### config.mk
export PLATFORM = sky130hd
export DESIGN_NAME = bin_to_bcd_seq_flat
export DESIGN_NICKNAME = d
export VERILOG_FILES = /design/src/rtl/bin_to_bcd_seq_pkg.sv /design/src/rtl/bin_to_bcd_seq_if.sv /design/src/rtl/bin_to_bcd_seq_bcd_digit_adj.sv /design/src/rtl/bin_to_bcd_seq.sv /design/src/flat_wrapper.sv
export SDC_FILE = /design/constraint.sdc
export NUM_CORES = 1
export LEC_CHECK = 0
export BUFFER_PORTS_ARGS = -buffer_cell sky130_fd_sc_hd__buf_4
export CAP_MARGIN = 25
export CORE_MARGIN = 5
export CORE_UTILIZATION = 60
export CTS_CLUSTER_SIZE = 20
export DETAILED_ROUTE_END_ITERATION = 8
export GPL_ROUTABILITY_DRIVEN = 1
export GPL_TIMING_DRIVEN = 0
export PLACE_DENSITY_LB_ADDON = 0.15
export SLEW_MARGIN = 20
export SYNTH_ARGS = -nofsm -noshare
export SYNTH_HDL_FRONTEND = slang
export SYNTH_SLANG_ARGS = --single-unit
export TNS_END_PERCENT = 1
### constraint.sdc
create_clock -name clk -period 2 [get_ports clk]
set_input_delay 0.2 -clock clk [delete_from_list [all_inputs] [get_ports clk]]
set_output_delay 0.2 -clock clk [all_outputs]
set_load 0.02 [all_outputs]
### src/rtl/bin_to_bcd_seq_pkg.sv
// Shared definitions for the sequential binary-to-BCD converter:
// FSM encoding, digit count, output width and saturation limit.
package bin_to_bcd_seq_pkg;

    localparam int BIN_W     = 14;
    localparam int DIGITS    = 4;
    localparam int BCD_W     = 4 * DIGITS;
    localparam int MAX_VALUE = 9999;
    localparam int CNT_W     = $clog2(BIN_W + 1);

    typedef enum logic [1:0] {
        ST_IDLE  = 2'd0,
        ST_SHIFT = 2'd1,
        ST_DONE  = 2'd2
    } state_e;

endpackage

### src/rtl/bin_to_bcd_seq_if.sv
// Request/result bundle between a value producer (master) and the converter (slave).
interface bin_to_bcd_seq_if
    import bin_to_bcd_seq_pkg::*;
#(
    parameter int BIN_WIDTH = BIN_W
);
    logic                 start;
    logic [BIN_WIDTH-1:0] bin_in;
    logic                 busy;
    logic                 done;
    logic [BCD_W-1:0]     bcd_out;
    logic                 overflow;

    modport master (
        output start, bin_in,
        input  busy, done, bcd_out, overflow
    );

    modport slave (
        input  start, bin_in,
        output busy, done, bcd_out, overflow
    );
endinterface

### src/rtl/bin_to_bcd_seq_bcd_digit_adj.sv
// Double-dabble digit correction: a digit of 5 or more gets +3 so the
// following left shift carries correctly into the next decimal digit.
module bcd_digit_adj (
    input  logic [3:0] digit_i,
    output logic [3:0] digit_o
);
    assign digit_o = (digit_i >= 4'd5) ? (digit_i + 4'd3) : digit_i;
endmodule

### src/rtl/bin_to_bcd_seq.sv
// Sequential double-dabble converter: one shift per input bit, result held
// in bcd_out until the next conversion completes.
module bin_to_bcd_seq
    import bin_to_bcd_seq_pkg::*;
#(
    parameter int BIN_WIDTH = BIN_W
)(
    input  logic             clk,
    input  logic             rst,
    bin_to_bcd_seq_if.slave  bus
);
    localparam int          CNT_LW   = $clog2(BIN_WIDTH + 1);
    localparam logic [31:0] MAX_U    = MAX_VALUE;
    localparam logic [CNT_LW-1:0] LAST_IT = CNT_LW'(BIN_WIDTH - 1);

    state_e               state_q, state_d;
    logic [CNT_LW-1:0]    cnt_q, cnt_d;
    logic [BIN_WIDTH-1:0] shreg_q, shreg_d;
    logic [BCD_W-1:0]     scratch_q, scratch_d;
    logic [BCD_W-1:0]     scratch_adj;
    logic                 ovf_next_q, ovf_next_d;
    logic [BCD_W-1:0]     bcd_q, bcd_d;
    logic                 ovf_q, ovf_d;
    logic                 done_q, done_d;
    logic                 over_max;

    for (genvar g = 0; g < DIGITS; g++) begin : g_adj
        bcd_digit_adj u_adj (
            .digit_i (scratch_q[4*g +: 4]),
            .digit_o (scratch_adj[4*g +: 4])
        );
    end

    assign over_max = (32'(bus.bin_in) > MAX_U);

    always_comb begin
        state_d    = state_q;
        cnt_d      = cnt_q;
        shreg_d    = shreg_q;
        scratch_d  = scratch_q;
        ovf_next_d = ovf_next_q;
        bcd_d      = bcd_q;
        ovf_d      = ovf_q;
        done_d     = 1'b0;
        unique case (state_q)
            ST_IDLE: begin
                if (bus.start) begin
                    state_d    = ST_SHIFT;
                    shreg_d    = over_max ? BIN_WIDTH'(MAX_VALUE) : bus.bin_in;
                    scratch_d  = '0;
                    ovf_next_d = over_max;
                    cnt_d      = '0;
                end
            end
            ST_SHIFT: begin
                // Correction is applied to the digits before they are shifted.
                {scratch_d, shreg_d} = {scratch_adj[BCD_W-2:0], shreg_q, 1'b0};
                cnt_d = cnt_q + CNT_LW'(1);
                if (cnt_q == LAST_IT) begin
                    state_d = ST_DONE;
                end
            end
            ST_DONE: begin
                bcd_d   = scratch_q;
                ovf_d   = ovf_next_q;
                done_d  = 1'b1;
                state_d = ST_IDLE;
            end
            default: state_d = ST_IDLE;
        endcase
    end

    always_ff @(posedge clk) begin
        if (rst) begin
            state_q    <= ST_IDLE;
            cnt_q      <= '0;
            shreg_q    <= '0;
            scratch_q  <= '0;
            ovf_next_q <= 1'b0;
            bcd_q      <= '0;
            ovf_q      <= 1'b0;
            done_q     <= 1'b0;
        end else begin
            state_q    <= state_d;
            cnt_q      <= cnt_d;
            shreg_q    <= shreg_d;
            scratch_q  <= scratch_d;
            ovf_next_q <= ovf_next_d;
            bcd_q      <= bcd_d;
            ovf_q      <= ovf_d;
            done_q     <= done_d;
        end
    end

    assign bus.busy     = (state_q == ST_SHIFT);
    assign bus.done     = done_q;
    assign bus.bcd_out  = bcd_q;
    assign bus.overflow = ovf_q;
endmodule

### src/flat_wrapper.sv
// flat-port wrapper written by rule: the top's interface ports become plain ports
module bin_to_bcd_seq_flat import bin_to_bcd_seq_pkg::*;
#(
    parameter int BIN_WIDTH = BIN_W
)
  (clk, rst, bus_start, bus_bin_in, bus_busy, bus_done, bus_bcd_out, bus_overflow);
  bin_to_bcd_seq_if #(.BIN_WIDTH(BIN_WIDTH)) bus_i ();
  input  logic clk;
  input  logic rst;
  input wire logic [$bits(bus_i.start)-1:0] bus_start;
  input wire logic [$bits(bus_i.bin_in)-1:0] bus_bin_in;
  output wire logic [$bits(bus_i.busy)-1:0] bus_busy;
  output wire logic [$bits(bus_i.done)-1:0] bus_done;
  output wire logic [$bits(bus_i.bcd_out)-1:0] bus_bcd_out;
  output wire logic [$bits(bus_i.overflow)-1:0] bus_overflow;
  assign bus_i.start = bus_start;
  assign bus_i.bin_in = bus_bin_in;
  assign bus_busy = bus_i.busy;
  assign bus_done = bus_i.done;
  assign bus_bcd_out = bus_i.bcd_out;
  assign bus_overflow = bus_i.overflow;
  bin_to_bcd_seq #(.BIN_WIDTH(BIN_WIDTH)) u_core (.clk(clk), .rst(rst), .bus(bus_i));
endmodule
=== After elaboration in Yosys (flattened, before gate mapping) ===
Index checks and enable logic that the tools add are counted.
W data, S select, Z words.

* Reduce and logical (&&, ||, !) cells: 5
* $lt $le $gt $ge: 5
* Add/subtract/negate cells: 5
* Multiplexer cells: 15
* Equality and inequality tests: 5

{| class="wikitable"
|+ Operator list
! kind !! number
|-
| $pmux W16 S2 || 1
|-
| $mux W14 || 2
|-
| $pmux W14 S2 || 1
|-
| $ge A4 B3 Y1 const B || 4
|-
| $mux W16 || 1
|-
| $mux W4 || 4
|-
| $gt A14 B14 Y1 const B || 1
|-
| $add A4 B2 Y4 const B || 3
|-
| $pmux W4 S2 || 1
|-
| $reduce_and A2 Y1 || 3
|-
| $add A4 B1 Y4 const B || 1
|-
| $eq A4 B4 Y1 const B || 1
|-
| $mux W2 || 2
|-
| $pmux W2 S2 || 1
|-
| $add A3 B2 Y3 const B || 1
|-
| $mux W3 || 1
|-
| $eq A2 B1 Y1 const B || 1
|-
| $eq A2 B2 Y1 const B || 1
|-
| $logic_not A2 Y1 || 1
|-
| $ne A2 B1 Y1 const B || 1
|-
| $ne A2 B2 Y1 const B || 1
|-
| $reduce_bool A2 Y1 || 1
|-
| $mux W1 || 1
|}

* Flip-flop bits (word level): 55
* Input port bits: 17

=== Longest topological paths before layout ===
* Depth after elaboration: 4
* Mapped depth: 6
* Mapped depth without buffers: 6

=== Hierarchy ===
From an unflattened synthesis, not the netlist that was laid out.

* Cells, all modules: 272
* Area, all modules: 2,513.7 um^2

{| class="wikitable"
|+ Modules (own cells, without submodules)
! module !! cells each !! times used !! area an instance (um^2)
|-
| bin_to_bcd_seq || 208 || 1 || 2,108.3
|-
| bcd_digit_adj || 16 || 4 || 101.3
|}

=== Worst setup path after synthesis ===
No wires, ideal clock.

* Path kind: reg2reg
* From: register u_core.scratch_q[1]
* To: register u_core.scratch_q[2]
* Stages on the path, launching flop included: 7
* Library setup time: 117 ps
* Path slack: 633 ps
* Data arrival time: 1,250 ps
* Cell sequence: dfxtp_1 -> inv_1 -> ha_1 -> nand2b_1 -> a21oi_1 -> mux2i_1 -> a22o_1

* Word-level cells in the longest chain between the ends: 3

{| class="wikitable"
|+ RTL lines
! what !! RTL line !! text
|-
| start: declaration || bin_to_bcd_seq.sv:19 || <nowiki>logic [BCD_W-1:0] scratch_q, scratch_d;</nowiki>
|-
| start signal: assignment || bin_to_bcd_seq.sv:87 || <nowiki>scratch_q <= scratch_d;</nowiki>
|-
| $add A4 B2 Y4 / $ge A4 B3 Y1 (equally long branches) || bin_to_bcd_seq_bcd_digit_adj.sv:7 || <nowiki>assign digit_o = (digit_i >= 4'd5) ? (digit_i + 4'd3) : digit_i;</nowiki>
|-
| $mux W4 * || bin_to_bcd_seq_bcd_digit_adj.sv:7 ||
|-
| $pmux W16 S2 * || bin_to_bcd_seq.sv:45 || <nowiki>unique case (state_q)</nowiki>
|}

Mark *: on every way between the ends. The rest lies on a longest branch, timed or not.
A chain may end at the register's enable or synchronous reset.

=== Worst setup path after layout ===
* From: register u_core.state_q[1]
* To: output bus_busy

* Word-level cells in the longest chain between the ends: 1

{| class="wikitable"
|+ RTL lines
! what !! RTL line !! text
|-
| start: declaration || bin_to_bcd_seq.sv:16 || <nowiki>state_e state_q, state_d;</nowiki>
|-
| start signal: assignment || bin_to_bcd_seq.sv:84 || <nowiki>state_q <= state_d;</nowiki>
|-
| $eq A2 B1 Y1 || bin_to_bcd_seq.sv:95 || <nowiki>assign bus.busy = (state_q == ST_SHIFT);</nowiki>
|-
| end: declaration || flat_wrapper.sv:12 || <nowiki>output wire logic [$bits(bus_i.busy)-1:0] bus_busy;</nowiki>
|}

No other way between the ends.

==> metrics.md <==
| Metric | Value |
|---|---|
| Clk buf depth | `2` |
| Crit-path cells | `nand2b_1 -> inv_2 -> buf_2 -> buf_4` |
| XOR/XNOR Fraction of Synth Area | `2.178%` |
| Flop pwr share | `58.7%` |
| First drt pass iteration count | `4` |
| Core area | `3943 um^2` |
| Post-Route Skew | `13.22 ps` |
| Cell count of the worst reg-to-reg path | `6` |
| Final wirelength | `5.182 mm` |
| Cell area after layout | `2823 um^2` |
| Antenna viol nets, final | `0` |
| Core Util, Final | `71.60%` |
| Max-Cap Viols | `0` |
| Crit path max fanout | `10` |
| Status | `completed` |
| Leak | `1.102 nW` |
| Peak supply drop | `0.4798 mV` |
| CP Launch Type | `flip-flop` |
| Largest family of logic cells by synthesized area | `simple AND/OR/NAND/NOR gates` |
| Post-Synth Adder-Cell Area | `5.187%` |
| First-pass GRT wire length | `8.562 mm` |
| Vias | `2080` |
| Pre-CTS setup slack | `481.2 ps` |
| Clk Latency, worst-skew pair | `310 ps` |
| TritonCTS clock tree | `done` |
| Combinational Power Share | `10.5%` |
| Post-route setup TNS | `0 ps` |
| DRC viols | `0` |
| Seq/Total Area, Yosys | `45.64%` |
| Fillers | `322` |
| Worst slew margin | `62.51%` |
| Clock power share | `30.8%` |
| Clock sink count | `55` |
| Crit path DAT | `1520 ps` |
| Die height | `73.41 um` |
| Die width | `73.41 um` |
| Vias in the first global route | `1951` |
| Site Rows | `23` |
| Final Cycle Share | `86.24%` |
| Worst-path clk slew | `90 ps` |
| Distinct cells, synth | `36` |
| Share of cells above drive strength 1 | `20.87%` |
| TritonCTS Buffers | `5` |
| Post-CTS sizing | `0` |
| Initial antenna violation count | `0` |
| Hold Crit Depth | `2` |
| ANT cells | `0` |
| Post-detail-place hpwl | `3.797 mm` |
| Least-Margin Pin Slew | `562.4 ps` |
| GR Overflow Total | `0` |
| Post-CTS setup buffers | `0` |
| Post-synth ARST share | `0%` |
| Fin. max-slew vios | `0` |
| Mean Syn Cell Area | `8.677 um^2` |
| Compound-Gate Fraction of Synth Area | `17.74%` |
| Worst setup path category | `reg2out` |
| Crit-path max cell delay | `360 ps` |
| Mapped Area | `2412 um^2` |
| Achievable clock frequency | `579.8 MHz` |
| Worst EP required | `1800 ps` |
| Max H-tree Level | `2` |
| Final min period | `1725 ps` |
| Routed WL per cell | `13.97 um` |
| Switching part of the total power | `25.55%` |
| Crit end category | `primary output` |
| Syn nets | `305` |
| Die Area | `5388 um^2` |
| Post-synthesis mux area share | `2.127%` |
| Post-synth top flop | `dfxtp_1` |
| Worst hold path type | `in2reg` |
| Pint | `1.453 mW` |
| Final nets | `347` |
| Initial Utilization | `61.19%` |
| Area Growth Syn to Fin | `17.01%` |
| Net Sw Power | `498.8 uW` |
| RSZ-0062 raised after global routing | `false` |
| Worst setup margin | `275.2 ps` |
| Total GRT Usage | `20.44%` |
| Root Buffer | `clkbuf_8` |
| Via density | `5.606` |
| Slowest CP cell | `dfxtp_1` |
| Cts hold-fix bufs | `0` |
| Setup Viol. Count Final | `0` |
| Post-synth EDFFs | `0` |
| Post-DP Area | `2738 um^2` |
| Post-Synth Simple-Gate Area | `22.67%` |
| Largest net degree at the start of global routing | `17` |
| Gpl congestion | `0.8311` |
| Input/output buffers | `35` |
| Initial DRC Count | `103` |
| Yosys warns | `0` |
| Syn Inst Count | `278` |
| I/O Pins | `36` |
| Synth Register Bits | `55` |
| Final Hold Fails | `0` |
| Power Dens Cells | `691.6 nW/um^2` |
placed cells by master (no fill, tap or decap), types with 4 or more instances in the layout:
cell       n
nor2_1    29
o21ai_0    9
nor2_2     4
nand2b_1   6
nand2_1   39
buf_4     38
nor3_1     7
buf_2      5
nand3_1   10
inv_1     10
clkbuf_8   5
a22o_1    10
nor4_2     4
ha_1      10
dfxtp_1   55
a22oi_1    6
xnor2_1    4
clkbuf_1   4
a21oi_1   37
mux2i_1    4
cells in the mapped netlist, types with 3 or more instances:
master	instances	area [um^2]
nor2_2	4	25.02
buf_2	5	25.02
a22oi_1	6	45.04
ha_1	10	125.1
mux2i_1	4	40.04
clkbuf_1	3	11.26
nand3_1	10	50.05
xnor2_1	4	35.03
nor2_1	29	108.9
a22o_1	10	87.58
o221a_2	3	33.78
nor3_1	7	35.03
nand2b_1	6	37.54
o21ai_0	9	45.04
buf_4	3	22.52
inv_1	10	37.54
a21oi_1	37	185.2
nor4_2	4	50.05
dfxtp_1	55	1101
nand2_1	39	146.4
per-stage QoR:
stage / instances / hold WS [ps] / power, mW
floorplan: 278 / 323.8 / 1.303
global placement: 363 / 415.7 / 1.371
detailed placement: 363 / 421.4 / 1.375
CTS: 371 / 99.93 / 1.964
global route: 371 / 98.60 / 2.031
finish: 371 / 111.4 / 1.952
flip-flops by register name, summed over array words and instances (netlist names):
signal and flops:
u_core.bus.overflow 1, u_core.bus.done 1, u_core.ovf_next_q 1, u_core.state_q 2
u_core.cnt_q 4, u_core.bus.bcd_out 16, u_core.shreg_q 14, u_core.scratch_q 16
cell type report:
type	count	area [um^2]	share of cell area, %
clock inverters	2	12.51	0.4433
clock buffers	6	72.57	2.571
flip-flops and latches	55	1101	39.01
well taps	50	62.56	2.216
multi-input cells	199	1204	42.64
repair buffers	35	262.8	9.309
inverters	11	41.29	1.463
plain buffers	13	66.31	2.349
cell families after synthesis:
group	count (synthesis)
fa+ha+maj	10
xor+xnor	6
compound gates	69
simple gates	109
mux	5
buf+inv	24
flops	55
layer usage:
| metal | track usage [%] | wire length (um) |
|---|---|---|
| met5 | 0 | 0 |
| met4 | 7.445 | 75 |
| met3 | 4.378 | 235 |
| met2 | 36.54 | 2593 |
| met1 | 23.87 | 2278 |
worst max-delay path: cells and delay by family, from the launching register on:
| family | cells | cell delay (ps) |
|---|---|---|
| buffers and inverters | 3 | 650 |
| flip-flops | 1 | 360 |
| AND/OR/NAND/NOR | 1 | 210 |
path summary, 6_finish.rpt:
path	startpoint	endpoint	slack, ps
worst max register to register	u_core.scratch_q[1]$_SDFFE_PP0P_	u_core.scratch_q[2]$_SDFFE_PP0P_	460
worst max-delay path	u_core.state_q[1]$_SDFFE_PP0P_	bus_busy	280
worst min register to register	u_core.shreg_q[10]$_SDFFE_PP0P_	u_core.shreg_q[11]$_SDFFE_PP0P_	460
worst min-delay path	bus_bin_in[0]	u_core.shreg_q[0]$_SDFFE_PP0P_	110
power by group through the flow:
stage | sequential, mW | clock [mW] | combinational [mW]
floorplan | 1.17 | 0 | 0.137
global placement | 1.17 | 0 | 0.201
detailed placement | 1.17 | 0 | 0.205
CTS | 1.15 | 0.613 | 0.206
global route | 1.15 | 0.654 | 0.226
finish | 1.15 | 0.602 | 0.205
(Power assumes the default switching activity.)
